==> src/rtl/fb_pkg.sv <==
// fb_pkg: frame-buffer geometry, pixel type and the writer state enum.
// Build option FB_CLEAR_EN adds the CLEAR state (whole-frame fill).
package fb_pkg;

    localparam int FB_WIDTH  = 160;
    localparam int FB_HEIGHT = 120;
    localparam int FB_PIXELS = FB_WIDTH * FB_HEIGHT;
    localparam int FB_ADDR_W = 17;
    localparam int FB_DATA_W = 12;

    typedef logic [FB_DATA_W-1:0] pixel_t;
    typedef logic [FB_ADDR_W-1:0] fb_addr_t;

    typedef enum logic [1:0] {
        IDLE   = 2'd0,
        STREAM = 2'd1
`ifdef FB_CLEAR_EN
        , CLEAR = 2'd2
`endif
    } state_t;

    // Highest linear address of a frame holding 'pixels' pixels.
    function automatic fb_addr_t fb_last_addr(input int pixels);
        return fb_addr_t'(pixels - 1);
    endfunction

endpackage

==> src/rtl/fb_addr_counter.sv <==
// fb_addr_counter: running raster address shared by the stream and clear paths.
// o_addr is the address used by this cycle's write (zero when restarting),
// o_last flags the final pixel of the frame.
module fb_addr_counter
    import fb_pkg::*;
#(
    parameter int PIXELS = FB_PIXELS
) (
    input  logic                 clk,
    input  logic                 rst,
    input  logic                 i_load_zero,
    input  logic                 i_inc,
    output logic [FB_ADDR_W-1:0] o_addr,
    output logic                 o_last
);

    localparam fb_addr_t LAST_ADDR = fb_last_addr(PIXELS);

    logic [FB_ADDR_W-1:0] r_cnt;

    assign o_addr = i_load_zero ? '0 : r_cnt;
    assign o_last = (o_addr == LAST_ADDR);

    // Restart at zero and/or step past the address just written
    always_ff @(posedge clk or posedge rst) begin
        if (rst) begin
            r_cnt <= '0;
        end else if (i_load_zero || i_inc) begin
            r_cnt <= o_addr + FB_ADDR_W'(i_inc);
        end
    end

endmodule

==> src/rtl/fb_pixel_writer.sv <==
// fb_pixel_writer: turns a raster pixel stream into frame-buffer writes.
// Frames start only on s_sof; a mid-frame s_sof restarts at address 0 and
// raises the sticky resync flag. Define FB_CLEAR_EN to add the clear engine
// that fills the frame with clear_color.
module fb_pixel_writer
    import fb_pkg::*;
#(
    parameter int WIDTH  = FB_WIDTH,
    parameter int HEIGHT = FB_HEIGHT,
    parameter int DATA_W = FB_DATA_W
) (
    input  logic                 clk,
    input  logic                 rst,
    input  logic                 s_valid,
    output logic                 s_ready,
    input  logic [DATA_W-1:0]    s_data,
    input  logic                 s_sof,
    input  logic                 clear_req,
    input  logic [DATA_W-1:0]    clear_color,
    output logic                 we,
    output logic [FB_ADDR_W-1:0] waddr,
    output logic [DATA_W-1:0]    wdata,
    output logic                 frame_done,
    output logic                 clear_done,
    output logic                 resync
);

    localparam int PIXELS = WIDTH * HEIGHT;

    state_t               r_state;
    state_t               w_state_next;
    logic                 w_ready;
    logic                 w_load_zero;
    logic                 w_inc;
    logic                 w_wr;
    logic [DATA_W-1:0]    w_wr_data;
    logic                 w_frame_last;
    logic                 w_set_resync;
    logic [FB_ADDR_W-1:0] w_addr;
    logic                 w_last;

    logic                 r_we;
    logic [FB_ADDR_W-1:0] r_waddr;
    logic [DATA_W-1:0]    r_wdata;
    logic                 r_frame_last;
    logic                 r_frame_done;
    logic                 r_resync;

`ifdef FB_CLEAR_EN
    logic                 w_clear_go;
    logic                 w_clear_start;
    logic                 w_clear_last;
    logic                 r_clear_pend;
    logic [DATA_W-1:0]    r_clear_color;
    logic                 r_clear_last;
    logic                 r_clear_done;

    assign w_clear_go = clear_req | r_clear_pend;
`endif

    fb_addr_counter #(
        .PIXELS      (PIXELS)
    ) u_addr (
        .clk         (clk),
        .rst         (rst),
        .i_load_zero (w_load_zero),
        .i_inc       (w_inc),
        .o_addr      (w_addr),
        .o_last      (w_last)
    );

    // Next state, handshake and write request for this cycle
    always_comb begin
        w_state_next = r_state;
        w_ready      = 1'b0;
        w_load_zero  = 1'b0;
        w_inc        = 1'b0;
        w_wr         = 1'b0;
        w_wr_data    = s_data;
        w_frame_last = 1'b0;
        w_set_resync = 1'b0;
`ifdef FB_CLEAR_EN
        w_clear_start = 1'b0;
        w_clear_last  = 1'b0;
`endif
        case (r_state)
            IDLE: begin
`ifdef FB_CLEAR_EN
                if (w_clear_go) begin
                    w_clear_start = 1'b1;
                    w_load_zero   = 1'b1;
                    w_state_next  = CLEAR;
                end else
`endif
                begin
                    w_ready = 1'b1;
                    if (s_valid && s_sof) begin
                        w_load_zero  = 1'b1;
                        w_inc        = 1'b1;
                        w_wr         = 1'b1;
                        w_state_next = STREAM;
                    end
                end
            end
            STREAM: begin
                w_ready = 1'b1;
                if (s_valid) begin
                    w_load_zero  = s_sof;
                    w_inc        = 1'b1;
                    w_wr         = 1'b1;
                    w_set_resync = s_sof;
                    if (!s_sof && w_last) begin
                        w_frame_last = 1'b1;
                        w_state_next = IDLE;
                    end
                end
            end
`ifdef FB_CLEAR_EN
            CLEAR: begin
                w_inc     = 1'b1;
                w_wr      = 1'b1;
                w_wr_data = r_clear_color;
                if (w_last) begin
                    w_clear_last = 1'b1;
                    w_state_next = IDLE;
                end
            end
`endif
            default: w_state_next = IDLE;
        endcase
    end

    // State register
    always_ff @(posedge clk or posedge rst) begin
        if (rst) r_state <= IDLE;
        else     r_state <= w_state_next;
    end

    // Registered write port, frame completion pulse and sticky resync
    always_ff @(posedge clk or posedge rst) begin
        if (rst) begin
            r_we         <= 1'b0;
            r_waddr      <= '0;
            r_wdata      <= '0;
            r_frame_last <= 1'b0;
            r_frame_done <= 1'b0;
            r_resync     <= 1'b0;
        end else begin
            r_we         <= w_wr;
            if (w_wr) begin
                r_waddr <= w_addr;
                r_wdata <= w_wr_data;
            end
            r_frame_last <= w_frame_last;
            r_frame_done <= r_frame_last;
            if (w_set_resync) r_resync <= 1'b1;
        end
    end

`ifdef FB_CLEAR_EN
    // Clear bookkeeping: queue requests seen mid-frame, latch fill colour, done pulse
    always_ff @(posedge clk or posedge rst) begin
        if (rst) begin
            r_clear_pend  <= 1'b0;
            r_clear_color <= '0;
            r_clear_last  <= 1'b0;
            r_clear_done  <= 1'b0;
        end else begin
            if (w_clear_start) begin
                r_clear_pend  <= 1'b0;
                r_clear_color <= clear_color;
            end else if (r_state == STREAM && clear_req) begin
                r_clear_pend <= 1'b1;
            end
            r_clear_last <= w_clear_last;
            r_clear_done <= r_clear_last;
        end
    end

    assign clear_done = r_clear_done;
`else
    logic w_unused_clear;
    assign w_unused_clear = ^{clear_req, clear_color};
    assign clear_done     = 1'b0;
`endif

    assign s_ready    = w_ready & ~rst;
    assign we         = r_we;
    assign waddr      = r_waddr;
    assign wdata      = r_wdata;
    assign frame_done = r_frame_done;
    assign resync     = r_resync;

endmodule
==> config.mk <==
export PLATFORM = sky130hd
export DESIGN_NAME = fb_pixel_writer
export DESIGN_NICKNAME = d
export VERILOG_FILES = /design/src/rtl/fb_pkg.sv /design/src/rtl/fb_addr_counter.sv /design/src/rtl/fb_pixel_writer.sv
export SDC_FILE = /design/constraint.sdc
export NUM_CORES = 1
export LEC_CHECK = 0
export ABC_AREA = 1
export CELL_PAD_IN_SITES_DETAIL_PLACEMENT = 1
export CELL_PAD_IN_SITES_GLOBAL_PLACEMENT = 1
export CORE_ASPECT_RATIO = 1.4
export CORE_MARGIN = 2
export CORE_UTILIZATION = 32
export DETAILED_ROUTE_END_ITERATION = 16
export PLACE_DENSITY = 0.75
export SLEW_MARGIN = 20
export SYNTH_ARGS = -nofsm -noshare
export SYNTH_HDL_FRONTEND = slang
export SYNTH_SLANG_ARGS = --single-unit
==> constraint.sdc <==
create_clock -name clk -period 2.23 [get_ports clk]
set_clock_uncertainty 0.2 [all_clocks]
set_input_delay 0.446 -clock clk [delete_from_list [all_inputs] [get_ports clk]]
set_output_delay 0.446 -clock clk [all_outputs]
set_load 0.1 [all_outputs]
==> results of run 1 <==
-- timing repair --
item                       CTS  global route
hold buffers                 0             0
resized for setup            5             0
setup endpoints to repair    7             0
buffers inserted             0             0
-- sequential cells by signal (all words and copies together) (netlist names) --
register      flops
frame_done        1
r_frame_last      1
r_state           1
resync            1
u_addr.r_cnt     17
waddr            17
wdata            12
we                1
-- power by group through the flow --
stage | registers [mW] | logic [mW] | clock network, mW
after floorplan | 1.35 | 0.149 | 0
after global placement | 1.05 | 0.641 | 0
after detailed placement | 1.05 | 0.653 | 0
after CTS | 1.04 | 0.655 | 0.562
after global routing | 1.04 | 0.687 | 0.590
final | 1.04 | 0.644 | 0.542
-- worst paths after layout --
check,endpoint,cells past startpoint
setup / recovery,u_addr.r_cnt[16]$_DFFE_PP0P_,12
hold / removal,frame_done$_DFF_PP0_,0
setup reg to reg,u_addr.r_cnt[16]$_DFFE_PP0P_,11
hold reg to reg,frame_done$_DFF_PP0_,0
max in group asynchronous,u_addr.r_cnt[6]$_DFFE_PP0P_,3
min in group asynchronous,waddr[0]$_DFFE_PP0N_,3
-- area by class of cell --
type,count,area (um2),area share
Clock buffer,6,82.6,0.0261
Clock inverter,1,5.00,0.00158
Inverter,44,169,0.0535
Multi-Input combinational cell,184,916,0.290
Sequential cell,51,1280,0.404
Tap cell,97,121,0.0384
Timing Repair Buffer,72,588,0.186
-- cells by family (layout without fill, tap and decap cells) --
logic type,count (synthesis),count (layout),share of synthesized area
XOR/XNOR,10,10,0.0365
flip-flops,51,51,0.531
adder cells (fa/ha/maj),2,2,0.0104
AND/OR/NAND/NOR,154,154,0.291
buffers and inverters,53,123,0.0917
other,1,1,0.00156
AO/OA/AOI/OAI,17,17,0.0380
-- per-layer routing --
layer,up-vias,part of all wire,wire length (um),GRT usage
met2,41,0.57,3400,0.309
met1,979,0.38,2240,0.164
li1,1005,-,-,-
met3,6,0.029,174,0.0246
met5,-,0,0,0
met4,0,0.019,112,0.0536
-- worst max-delay path: cells and delay by family --
family / cells / cell delay (ps)
fa+ha+maj: 2 / 390
buf+inv: 3 / 430
simple gates: 7 / 720
-- placed cells by master (no fill, tap or decap) --
master	Yosys	routed
buf_4	1	56
dfrtp_1	51	51
clkbuf_8	0	6
nand2_2	1	1
inv_2	2	2
nand3_2	3	3
xor2_1	7	7
nand2_1	99	99
nand2_4	1	1
nor2_4	3	4
dlygate4sd2_1	0	2
nor3_1	1	1
nor2_8	1	1
ha_2	0	1
nand4_1	5	5
xnor2_1	3	3
conb_1	1	1
nand3_1	13	13
buf_12	0	1
nor2_2	9	9
a21o_1	1	1
inv_1	42	41
clkdlybuf4s50_1	0	13
clkinvlp_4	0	1
o21ai_0	15	15
clkinv_2	0	1
o21ai_2	1	1
nor2_1	18	17
ha_1	2	1
-- cells in the mapped netlist --
| cell | instances | share of area |
|---|---|---|
| xor2_1 | 7 | 0.026 |
| dfrtp_1 | 51 | 0.53 |
| inv_2 | 2 | 0.0031 |
| buf_6 | 2 | 0.0094 |
| o21ai_2 | 1 | 0.0036 |
| buf_2 | 2 | 0.0042 |
| xnor2_1 | 3 | 0.011 |
| nor2_4 | 3 | 0.014 |
| nand3_2 | 3 | 0.013 |
| nand3_1 | 13 | 0.027 |
| nor3_1 | 1 | 0.0021 |
| conb_1 | 1 | 0.0016 |
| nand4_1 | 5 | 0.013 |
| nor2_2 | 9 | 0.023 |
| nand2_4 | 1 | 0.0047 |
| nor2_8 | 1 | 0.0083 |
| nand2_1 | 99 | 0.15 |
| nand2_2 | 1 | 0.0026 |
| o21ai_0 | 15 | 0.031 |
| nor2_1 | 18 | 0.028 |
| buf_4 | 1 | 0.0031 |
| ha_1 | 2 | 0.010 |
| inv_1 | 42 | 0.066 |
| clkbuf_1 | 4 | 0.0062 |
| a21o_1 | 1 | 0.0031 |
-- per-stage QoR --
stage	setup slack [ps]	util	total power [mW]	hold WS (ps)	area, um2
3_5_place_dp	-414	0.419	1.71	139	3060
3_3_place_gp	-304	0.419	1.69	134	3060
2_1_floorplan	59.2	-	1.50	131	2410
4_1_cts	201	0.432	2.25	160	3160
6_report	224	0.432	2.22	156	3160
5_1_grt	20.9	0.432	2.32	177	3160
==> results.py, run 1 <==
metrics = {
    "outcome": {
        "status": "completed",
    },
    "cells_and_area": {
        "fillers": 903,
        "instances_no_fill": 455,
        "diodes": 0,
        "area_growth_syn_to_layout_pct": 31.5,
        "nNetsFinal": 389,
        "drive_gt1_frac": 0.246,
    },
    "floorplan": {
        "die_h_um": 107,
        "pin_count": 63,
        "start_util": 0.328,
        "die-area_um2": 8230,
        "rows": 37,
        "die_x_um": 77.2,
        "core_area_um2": 7310,
    },
    "route": {
        "drc": 0,
        "via_per_inst": 4.46,
        "drtPass1Iterations": 4,
        "wl_um": 5930,
        "vias": 2031,
        "post_drt_wl_per_cell_um": 13.0,
        "antenna_left": 0,
        "drt_iter0_markers": 38,
    },
    "power_and_ir_drop": {
        "peakVddDrop_v": 0.000522,
        "comb_power_share": 0.290,
        "p_sw_frac": 0.372,
        "leakage_nw": 1.67,
        "p_int_mw": 1.40,
        "p_clk_frac": 0.244,
        "p_switching_mw": 0.826,
        "power_density_nw_per_um2": 703,
        "power_frac_seq": 0.466,
    },
    "synth": {
        "syn-num-nets": 319,
        "ys_warn_count": 0,
        "netlist_area_um2": 2400,
        "yosysSeqAreaShare": 0.531,
        "yosys.cell_types.count": 25,
        "ys_seq_elements": 51,
        "syn_inst": 288,
        "postSynthAreaPerCell_um2": 8.34,
    },
    "sta": {
        "min_period_over_period": 0.899,
        "max_slew_margin": 0.561,
        "setup_viol": 0,
        "worst_pin_slew_ps": 658,
        "slew_violations": 0,
        "fin_crit_ps": 2010,
        "hold_viol": 0,
        "tns_ps": 0,
        "clock.fmax_ghz": 0.499,
        "rsz0062_at_grt": "false",
    },
    "global_route": {
        "grt_pass1_wl_um": 10200,
        "grt_antenna_before_repair": 0,
        "grt-ovfl-total": 0,
        "grt_usage": 0.156,
        "grt_pass1_vias": 2234,
        "grt_max_degree": 52,
    },
    "setup_path": {
        "crit_chain": "dlygate4sd2_1 > nand2_1 > nand2_1 > ha_2 > ha_1 > nand4_1 > inv_1 > nand2_2 > nor2_4 > nand3_1 > nand2_1 > inv_1",
        "max_stage_delay_ps": 290,
        "crit_type": "input pin to register",
        "worstPathRequired_ps": 2230,
        "r2r_slack_ps": 250,
        "r2r-start": "r_state[0]$_DFFE_PP0P_",
        "arrival_ps": 2000,
        "cp_slowest_cell": "dlygate4sd2_1",
        "endpoint_kind": "register",
        "crit_fanout": 3,
        "cpMostUsedCell": "nand2_1",
        "start_kind": "input pin",
        "cp-startpoint": "s_valid",
    },
    "min_path": {
        "hold_class": "register to register",
        "hold_start": "r_frame_last$_DFF_PP0_",
    },
    "clocking": {
        "cts-root-buf": "clkbuf_8",
        "clk_pin_slew_ps": 90,
        "cts_tree": "done",
        "clock_latency_ps": 300,
        "clkSinkCount": 51,
        "cts_buffers": 5,
        "h-tree-depth": 2,
        "cts_buffer_depth": 2,
    },
    "placement": {
        "dp.cells": 448,
        "io_buffers": 48,
        "dp.final_hpwl_um": 4590,
        "place.gp.congestion": 0.835,
    },
    "job": {
        "drv.max_cap_violation_count": 0,
    },
}
(Power assumes the default switching activity.)
==> inputs of run 2 (changes only) <==
--- a/config.mk
+++ b/config.mk
@@ -13,6 +13,7 @@
 export CORE_UTILIZATION = 32
 export DETAILED_ROUTE_END_ITERATION = 16
 export PLACE_DENSITY = 0.75
+export RECOVER_POWER = 50
 export SLEW_MARGIN = 20
 export SYNTH_ARGS = -nofsm -noshare
 export SYNTH_HDL_FRONTEND = slang
==> constraint.sdc (replaced) <==
create_clock -name clk -period 2.23 [get_ports clk]
set_clock_uncertainty 0.2 [all_clocks]
set_input_delay 0.223 -clock clk [delete_from_list [all_inputs] [get_ports clk]]
set_output_delay 0.223 -clock clk [all_outputs]
set_load 0.1 [all_outputs]
==> run 2 against run 1 <==
Against the previous run:
- fmax decreased by 0.93%
- cell count is 0.66% lower
- count of clock-buffer cells in the layout did not move
- via count decreased by 0.34%
- first-iteration DRC count unchanged
- clock power grew 41%
- utilization is 0.33 points lower
- global-route usage is 0.18 points higher
- sequential share of layout area rose by 0.31 points
- register-to-register slack is essentially flat
==> results.py, run 2 (synthesis results as in run 1) <==
metrics = {
    "outcome": {
        "status": "completed",
    },
    "setup_path": {
        "cpMostUsedCell": "nand2_1",
        "r2r_slack_ps": 260,
        "crit_type": "input pin to register",
        "arrival_ps": 2040,
        "start_kind": "input pin",
        "crit_fanout": 3,
        "r2r_end": "u_addr.r_cnt[16]$_DFFE_PP0P_",
        "cp_slowest_cell": "clkdlybuf4s50_1",
        "worstRegToRegCells": 11,
        "crit_chain": "clkdlybuf4s50_1 > nand2_1 > nand2_1 > ha_1 > ha_1 > nand4_1 > inv_1 > nand2_2 > nor2_4 > nand3_1 > nand2_1 > inv_1",
        "max_stage_delay_ps": 560,
        "endpoint_kind": "register",
        "worstPathRequired_ps": 2240,
        "r2r-start": "r_state[0]$_DFFE_PP0P_",
    },
    "min_path": {
        "hold_class": "register to register",
        "whs_endpoint": "frame_done$_DFF_PP0_",
        "whs_path_depth": 0,
        "hold_start": "r_frame_last$_DFF_PP0_",
    },
    "clocking": {
        "cts_resized": 0,
        "cts_buffer_depth": 2,
        "cts_tree": "done",
        "cts_setup_buffers": 0,
        "clock_latency_ps": 310,
        "cts_hold_buf": 0,
        "cts_buffers": 5,
        "clkSinkCount": 51,
        "clk_pin_slew_ps": 90,
        "h-tree-depth": 2,
        "cts-root-buf": "clkbuf_8",
    },
    "floorplan": {
        "core_area_um2": 7310,
        "die_x_um": 77.2,
        "pin_count": 63,
        "rows": 37,
        "start_util": 0.328,
        "die_h_um": 107,
        "die-area_um2": 8230,
    },
    "sta": {
        "clock.fmax_ghz": 0.494,
        "hold_ws_ps": 160,
        "worst_pin_slew_ps": 1020,
        "rsz0062_at_grt": "false",
        "setup_viol": 0,
        "hold_viol": 0,
        "fin_crit_ps": 2020,
        "max_slew_margin": 0.321,
        "min_period_over_period": 0.908,
        "slew_violations": 0,
    },
    "power_and_ir_drop": {
        "power_density_nw_per_um2": 776,
        "power_frac_seq": 0.424,
        "peakVddDrop_v": 0.000536,
        "p_int_mw": 1.59,
        "p_sw_frac": 0.346,
        "p_clk_frac": 0.314,
        "design_power_total_mw": 2.43,
        "comb_power_share": 0.262,
        "leakage_nw": 1.66,
        "p_switching_mw": 0.842,
    },
    "global_route": {
        "grt_pass1_vias": 2228,
        "grt-ovfl-total": 0,
        "grt_pass1_wl_um": 10100,
        "grt_antenna_before_repair": 0,
        "grt_max_degree": 33,
        "grt_usage": 0.158,
    },
    "route": {
        "drtPass1Iterations": 4,
        "drc": 0,
        "topRoutingLayerUsed": "met4",
        "antenna_left": 0,
        "via_per_inst": 4.48,
        "wl_met1_um": 2230,
        "dr_wl_met2_um": 3360,
        "drt_iter0_markers": 38,
        "vias": 2024,
        "wl_um": 5950,
        "route.met3.wl_um": 182,
        "post_drt_wl_per_cell_um": 13.2,
    },
    "placement": {
        "dp.final_hpwl_um": 4640,
        "dp.cells": 444,
        "io_buffers": 48,
        "place.gp.congestion": 0.804,
    },
    "cells_and_area": {
        "nNetsFinal": 385,
        "instances_no_fill": 452,
        "diodes": 0,
        "drive_gt1_frac": 0.228,
        "final_cell_mix": "nand2_1 (99), dfrtp_1 (51), inv_1 (41), buf_4 (35), nor2_1 (18)",
        "final_common_cell": "nand2_1",
        "area_growth_syn_to_layout_pct": 30.5,
    },
    "job": {
        "drv.max_cap_violation_count": 0,
    },
}
run 2: changes by cell type in the layout (fill, tap and decap cells not counted), sizes merged:
cell,before,now
clkbuf,6,22
buf,57,37
clkdlybuf4s50,13,14
dlygate4sd2,2,0
dlygate4sd3,0,1
bufinv,0,2
clkinv,1,0
run 2: worst max-delay path: cells and delay by family:
family                   cells  cell delay, ps
AND/OR/NAND/NOR              7             710
buffers and inverters        3             700
adder cells (fa/ha/maj)      2             410
run 2: power by group through the flow:
stage	sequential, mW	clock, mW	combinational [mW]
floorplan	1.35	0	0.149
global placement	1.05	0	0.648
detailed placement	1.05	0	0.659
CTS	1.03	0.792	0.663
global route	1.04	0.817	0.681
finish	1.03	0.764	0.637
run 2: cell type report:
| class | instances | area, um2 |
|---|---|---|
| inverters | 44 | 166 |
| multi-input cells | 184 | 906 |
| well taps | 97 | 121 |
| repair buffers | 68 | 532 |
| flip-flops and latches | 51 | 1280 |
| clock buffers | 6 | 72.6 |
| fillers | 925 | 4180 |
| clock inverters | 2 | 60.1 |
run 2: worst max path at each step:
| stage | start | end | slack [ps] | cells past startpoint |
|---|---|---|---|---|
| 2_1_floorplan | r_state[0]$_DFFE_PP0P_ | u_addr.r_cnt[16]$_DFFE_PP0P_ | 130 | 13 |
| 3_3_place_gp | s_valid | u_addr.r_cnt[14]$_DFFE_PP0P_ | -80 | 12 |
| 3_5_place_dp | s_valid | u_addr.r_cnt[16]$_DFFE_PP0P_ | -130 | 12 |
| 4_1_cts | s_valid | u_addr.r_cnt[16]$_DFFE_PP0P_ | 190 | 12 |
| 5_1_grt | s_valid | u_addr.r_cnt[16]$_DFFE_PP0P_ | 40 | 12 |
| 6_report | s_valid | u_addr.r_cnt[16]$_DFFE_PP0P_ | 210 | 12 |
run 2: layer usage:
| metal | up-vias | track usage |
|---|---|---|
| met5 | - | 0 |
| met4 | 0 | 0.0791 |
| met3 | 11 | 0.0280 |
| met2 | 42 | 0.305 |
| met1 | 978 | 0.160 |
| li1 | 993 | - |
run 2: per-stage QoR:
step | TNS (ps) | worst slack [ps] | util | instance area [um2]
CTS | 0 | 188 | 0.434 | 3180
global route | 0 | 40.7 | 0.428 | 3130
detailed placement | -713 | -127 | 0.416 | 3050
global placement | -332 | -75.1 | 0.416 | 3050
finish | 0 | 206 | 0.428 | 3130
floorplan | 0 | 126 | - | 2410
==> inputs of run 3 (changes only) <==
--- a/config.mk
+++ b/config.mk
@@ -10,9 +10,9 @@
 export CELL_PAD_IN_SITES_GLOBAL_PLACEMENT = 1
 export CORE_ASPECT_RATIO = 1.4
 export CORE_MARGIN = 2
-export CORE_UTILIZATION = 32
+export CORE_UTILIZATION = 25
 export DETAILED_ROUTE_END_ITERATION = 16
-export PLACE_DENSITY = 0.75
+export PLACE_DENSITY = 0.61
 export RECOVER_POWER = 50
 export SLEW_MARGIN = 20
 export SYNTH_ARGS = -nofsm -noshare
==> constraint.sdc (replaced) <==
create_clock -name clk -period 2.23 [get_ports clk]
set_clock_uncertainty 0.2 [all_clocks]
set_input_delay 0.5575 -clock clk [delete_from_list [all_inputs] [get_ports clk]]
set_output_delay 0.5575 -clock clk [all_outputs]
set_load 0.1 [all_outputs]
==> run 3 against run 2 <==
Against the previous run:
- count of clock-buffer cells in the layout shrank 1
- worst hold slack lost 11 ps
- combinational power is 2% higher
==> results.py, run 3 (synthesis results as in run 1) <==
metrics = {
    "setup_path": {
        "crit_chain": "clkdlybuf4s50_1 > clkinvlp_4 > buf_12",
        "worstPathRequired_ps": 1470,
        "cp_slowest_cell": "clkdlybuf4s50_1",
        "crit_type": "input pin to output port",
        "crit_fanout": 2,
        "start_kind": "input pin",
        "arrival_ps": 1400,
        "max_stage_delay_ps": 530,
        "endpoint_kind": "output port",
    },
    "global_route": {
        "grt_max_degree": 52,
        "grt.busiest_layer": "met2",
        "grt_pass1_vias": 2302,
        "grt-ovfl-total": 0,
        "grt_usage": 0.135,
        "met3_usage": 0.0296,
        "grt_use_met2": 0.260,
        "grt_antenna_before_repair": 0,
        "grt_pass1_wl_um": 10900,
        "grt_use_met1": 0.138,
    },
    "placement": {
        "place.gp.congestion": 0.824,
        "io_buffers": 48,
        "dp.final_hpwl_um": 4920,
        "placed_area_um2": 3610,
        "dp.cells": 474,
    },
    "cells_and_area": {
        "nNetsFinal": 402,
        "fillers": 1126,
        "drive_gt1_frac": 0.274,
        "diodes": 0,
        "final_cell_mix": "nand2_1 (97), dfrtp_1 (51), inv_1 (41), buf_4 (31), clkbuf_2 (30)",
        "final_common_cell": "nand2_1",
        "final_area_um2": 3320,
        "area_growth_syn_to_layout_pct": 38.4,
        "instances_no_fill": 482,
    },
    "sta": {
        "hold_ws_ps": 150,
        "min_period_over_period": 0.968,
        "slew_violations": 0,
        "rsz0062_at_grt": "false",
        "clock.fmax_ghz": 0.463,
        "worst_pin_slew_ps": 727,
        "hold_viol": 0,
        "tns_ps": 0,
        "fin_crit_ps": 2160,
        "max_slew_margin": 0.515,
        "setup_viol": 0,
    },
    "floorplan": {
        "die_x_um": 86.8,
        "rows": 42,
        "core_area_um2": 9410,
        "start_util": 0.255,
        "die_h_um": 120,
        "die-area_um2": 10400,
        "pin_count": 63,
    },
    "clocking": {
        "h-tree-depth": 2,
        "cts-root-buf": "clkbuf_16",
        "clock_latency_ps": 300,
        "clkSinkCount": 51,
        "cts_buffers": 5,
        "cts_tree": "done",
        "clk_pin_slew_ps": 70,
        "cts_buffer_depth": 2,
    },
    "job": {
        "drv.max_cap_violation_count": 0,
    },
    "route": {
        "post_drt_wl_per_cell_um": 13.4,
        "antenna_left": 0,
        "vias": 2079,
        "via_per_inst": 4.31,
        "wl_um": 6460,
        "drtPass1Iterations": 4,
        "drc": 0,
        "drt_iter0_markers": 52,
    },
    "min_path": {
        "hold_class": "register to register",
    },
    "power_and_ir_drop": {
        "power_density_nw_per_um2": 744,
        "design_power_total_mw": 2.47,
        "leakage_nw": 1.75,
        "peakVddDrop_v": 0.000417,
    },
    "outcome": {
        "status": "completed",
    },
}
[run 3: cell types whose count changed in the layout (fill, tap and decap cells not counted), sizes merged]
cell,change
dlygate4sd2,+2
dlygate4sd3,-1
clkinv,+2
bufinv,-2
clkbuf,+16
clkinvlp,+1
clkdlybuf4s50,-1
[run 3: final cells by class]
cell class              count  area [um2]  area share
clock buffers               5         125      0.0376
repair buffers             85         664       0.200
multi-input cells         184         927       0.279
inverters                  44         169      0.0508
well taps                 110         138      0.0414
clock inverters             3        25.0     0.00753
flip-flops and latches     51        1280       0.384
[run 3: power breakdown]
| group | internal, mW | switching (mW) | leakage (nW) |
|---|---|---|---|
| registers | 0.989 | 0.0462 | 0.666 |
| clock network | 0.420 | 0.366 | 0.0700 |
| logic | 0.160 | 0.492 | 1.02 |
| total | 1.57 | 0.903 | 1.75 |
[run 3: path summary, 6_finish.rpt]
check | from | to | slack (ps) | cells after the start
max | rst | s_ready | 70 | 3
min | r_frame_last$_DFF_PP0_ | frame_done$_DFF_PP0_ | 150 | 0
max reg2reg | r_state[0]$_DFFE_PP0P_ | waddr[11]$_DFFE_PP0N_ | 350 | 4
min reg2reg | r_frame_last$_DFF_PP0_ | frame_done$_DFF_PP0_ | 150 | 0
max in group asynchronous | rst | wdata[8]$_DFFE_PP0N_ | 600 | 3
min in group asynchronous | rst | waddr[12]$_DFFE_PP0N_ | 750 | 3
[run 3: worst max-delay path: cells and delay by family]
kind | cells | cell delay, ps
buffers and inverters | 3 | 830
[run 3: metal layers]
| metal | vias up | part of all wire |
|---|---|---|
| met4 | 0 | 0.015 |
| met2 | 29 | 0.59 |
| li1 | 1026 | - |
| met1 | 1019 | 0.36 |
| met5 | - | 0 |
| met3 | 5 | 0.035 |
[run 3: per-stage QoR]
step / worst slack, ps / util
after floorplan: -66.1 / -
after global placement: -451 / 0.384
after detailed placement: -492 / 0.384
after CTS: 50.8 / 0.399
after global routing: 2.38 / 0.353
final: 71.9 / 0.353
[run 3: timing repair]
item | in CTS | in global routing
pin swaps | 0 | 2
buffers inserted | 0 | 0
hold buffers | 0 | 0
endpoints found under the setup margin | 12 | 8
resized for setup | 2 | 8
==> variant (flow settings as in run 3) <==
Put one more register stage on the output `resync`, with the module's reset. The value now appears one clock later. The other outputs are not delayed to match. Comments in the files are not updated.
--- a/src/rtl/fb_pixel_writer.sv
+++ b/src/rtl/fb_pixel_writer.sv
@@ -189,6 +189,12 @@
     assign waddr      = r_waddr;
     assign wdata      = r_wdata;
     assign frame_done = r_frame_done;
-    assign resync     = r_resync;
+    always_ff @(posedge clk or posedge rst) begin
+        if (rst) begin
+            resync <= '0;
+        end else begin
+            resync <= r_resync;
+        end
+    end
 
 endmodule
Function: changed (a bounded check fails within 4 cycles, from zero or initial values and one cycle with rst high).
==> variant against run 3 <==
  * Setup slack better by 0.014 ns
  * Die area is 1.0% higher
  * Largest power group unchanged
  * Cell count is 0.62% lower
  * Synthesized area is 1.0% higher
  * Wire length is 0.90% higher
  * Maximum frequency is 0.65% higher
  * Total power is 3.1% higher
  * Count of clock-buffer cells in the layout is 1 higher
  * Sequential cell count is 1 higher
  * Final area is 0.83% higher
==> variant: results <==
INSERT INTO impl_metrics (metric_group, metric, value, unit) VALUES
('run_status', 'run_status', 'finished clean', ''),
('finish', 'final_layout_size_suffix_gt1_frac', '0.274', ''),
('global_routing', 'global_route.usage.met3', '0.0232', ''),
('global_routing', 'grt_first_pass_wirelength', '11300', 'µm'),
('power', 'leakagePower', '1.75', 'nW'),
('critical_path', 'crit_path_max_incr_delay', '0.48', 'ns'),
('detailed_routing', 'met1_layer_wirelength_in_the_final_routing', '2550', 'µm'),
('logic_synthesis', 'dominant_cells_by_area_after_synthesis', 'dfrtp_1 54%, nand2_1 15%, inv_1 6.5%', ''),
('detailed_routing', 'drt_wl_total', '6510', 'µm'),
('finish', 'clockNetworkAreaShare', '0.0455', ''),
('place', 'globalplace.congestion', '0.814', ''),
('finish', 'flops_and_latches', '52', ''),
('place', 'dp_hpwl', '4940', 'µm'),
('detailed_routing', 'detail_route.vias_per_cell', '4.36', ''),
('global_routing', 'maximum_number_of_pins_on_one_net_before_global_route_repair', '53', ''),
('finish', 'fraction_of_area_in_multi_input_gates', '0.278', ''),
('clock_tree', 'cts_resized', '3', ''),
('power', 'combinationalPowerShare', '0.268', ''),
('global_routing', 'global_route_track_usage_on_met1', '0.156', ''),
('finish', 'layout.filler_cells', '1150', ''),
('place', 'preCtsSetupSlack', '-0.582', 'ns'),
('detailed_routing', 'number_of_design_rule_violations_left_by_the_first_detailed_router_iteration', '107', ''),
('finish', 'final_cell_count_without_fillers', '479', ''),
('timing', 'timing.max_slew.rel_slack', '0.506', ''),
('logic_synthesis', 'total_nets_after_synthesis', '320', '');
variant: changes by cell type in the layout (fill, tap and decap cells not counted), moves of 2 or more:
cell           delta
clkinv_4          -2
inv_1             -2
dlygate4sd2_1     -2
buf_4             -2
nor2_2            -2
clkbuf_2          -3
buf_12            +2
nor2_1            +2
inv_2             +2
clkinvlp_4        -2
variant: worst paths after layout:
| kind | endpoint | startpoint | slack (ns) | cells after the start |
|---|---|---|---|---|
| worst max-delay path | s_ready | rst | 0.09 | 3 |
| worst min-delay path | frame_done$_DFF_PP0_ | r_frame_last$_DFF_PP0_ | 0.16 | 0 |
| worst max register to register | u_addr.r_cnt[16]$_DFFE_PP0P_ | r_state[0]$_DFFE_PP0P_ | 0.30 | 11 |
| worst min register to register | frame_done$_DFF_PP0_ | r_frame_last$_DFF_PP0_ | 0.16 | 0 |
| max in group asynchronous | waddr[10]$_DFFE_PP0N_ | rst | 0.61 | 3 |
| min in group asynchronous | waddr[11]$_DFFE_PP0N_ | rst | 0.72 | 3 |
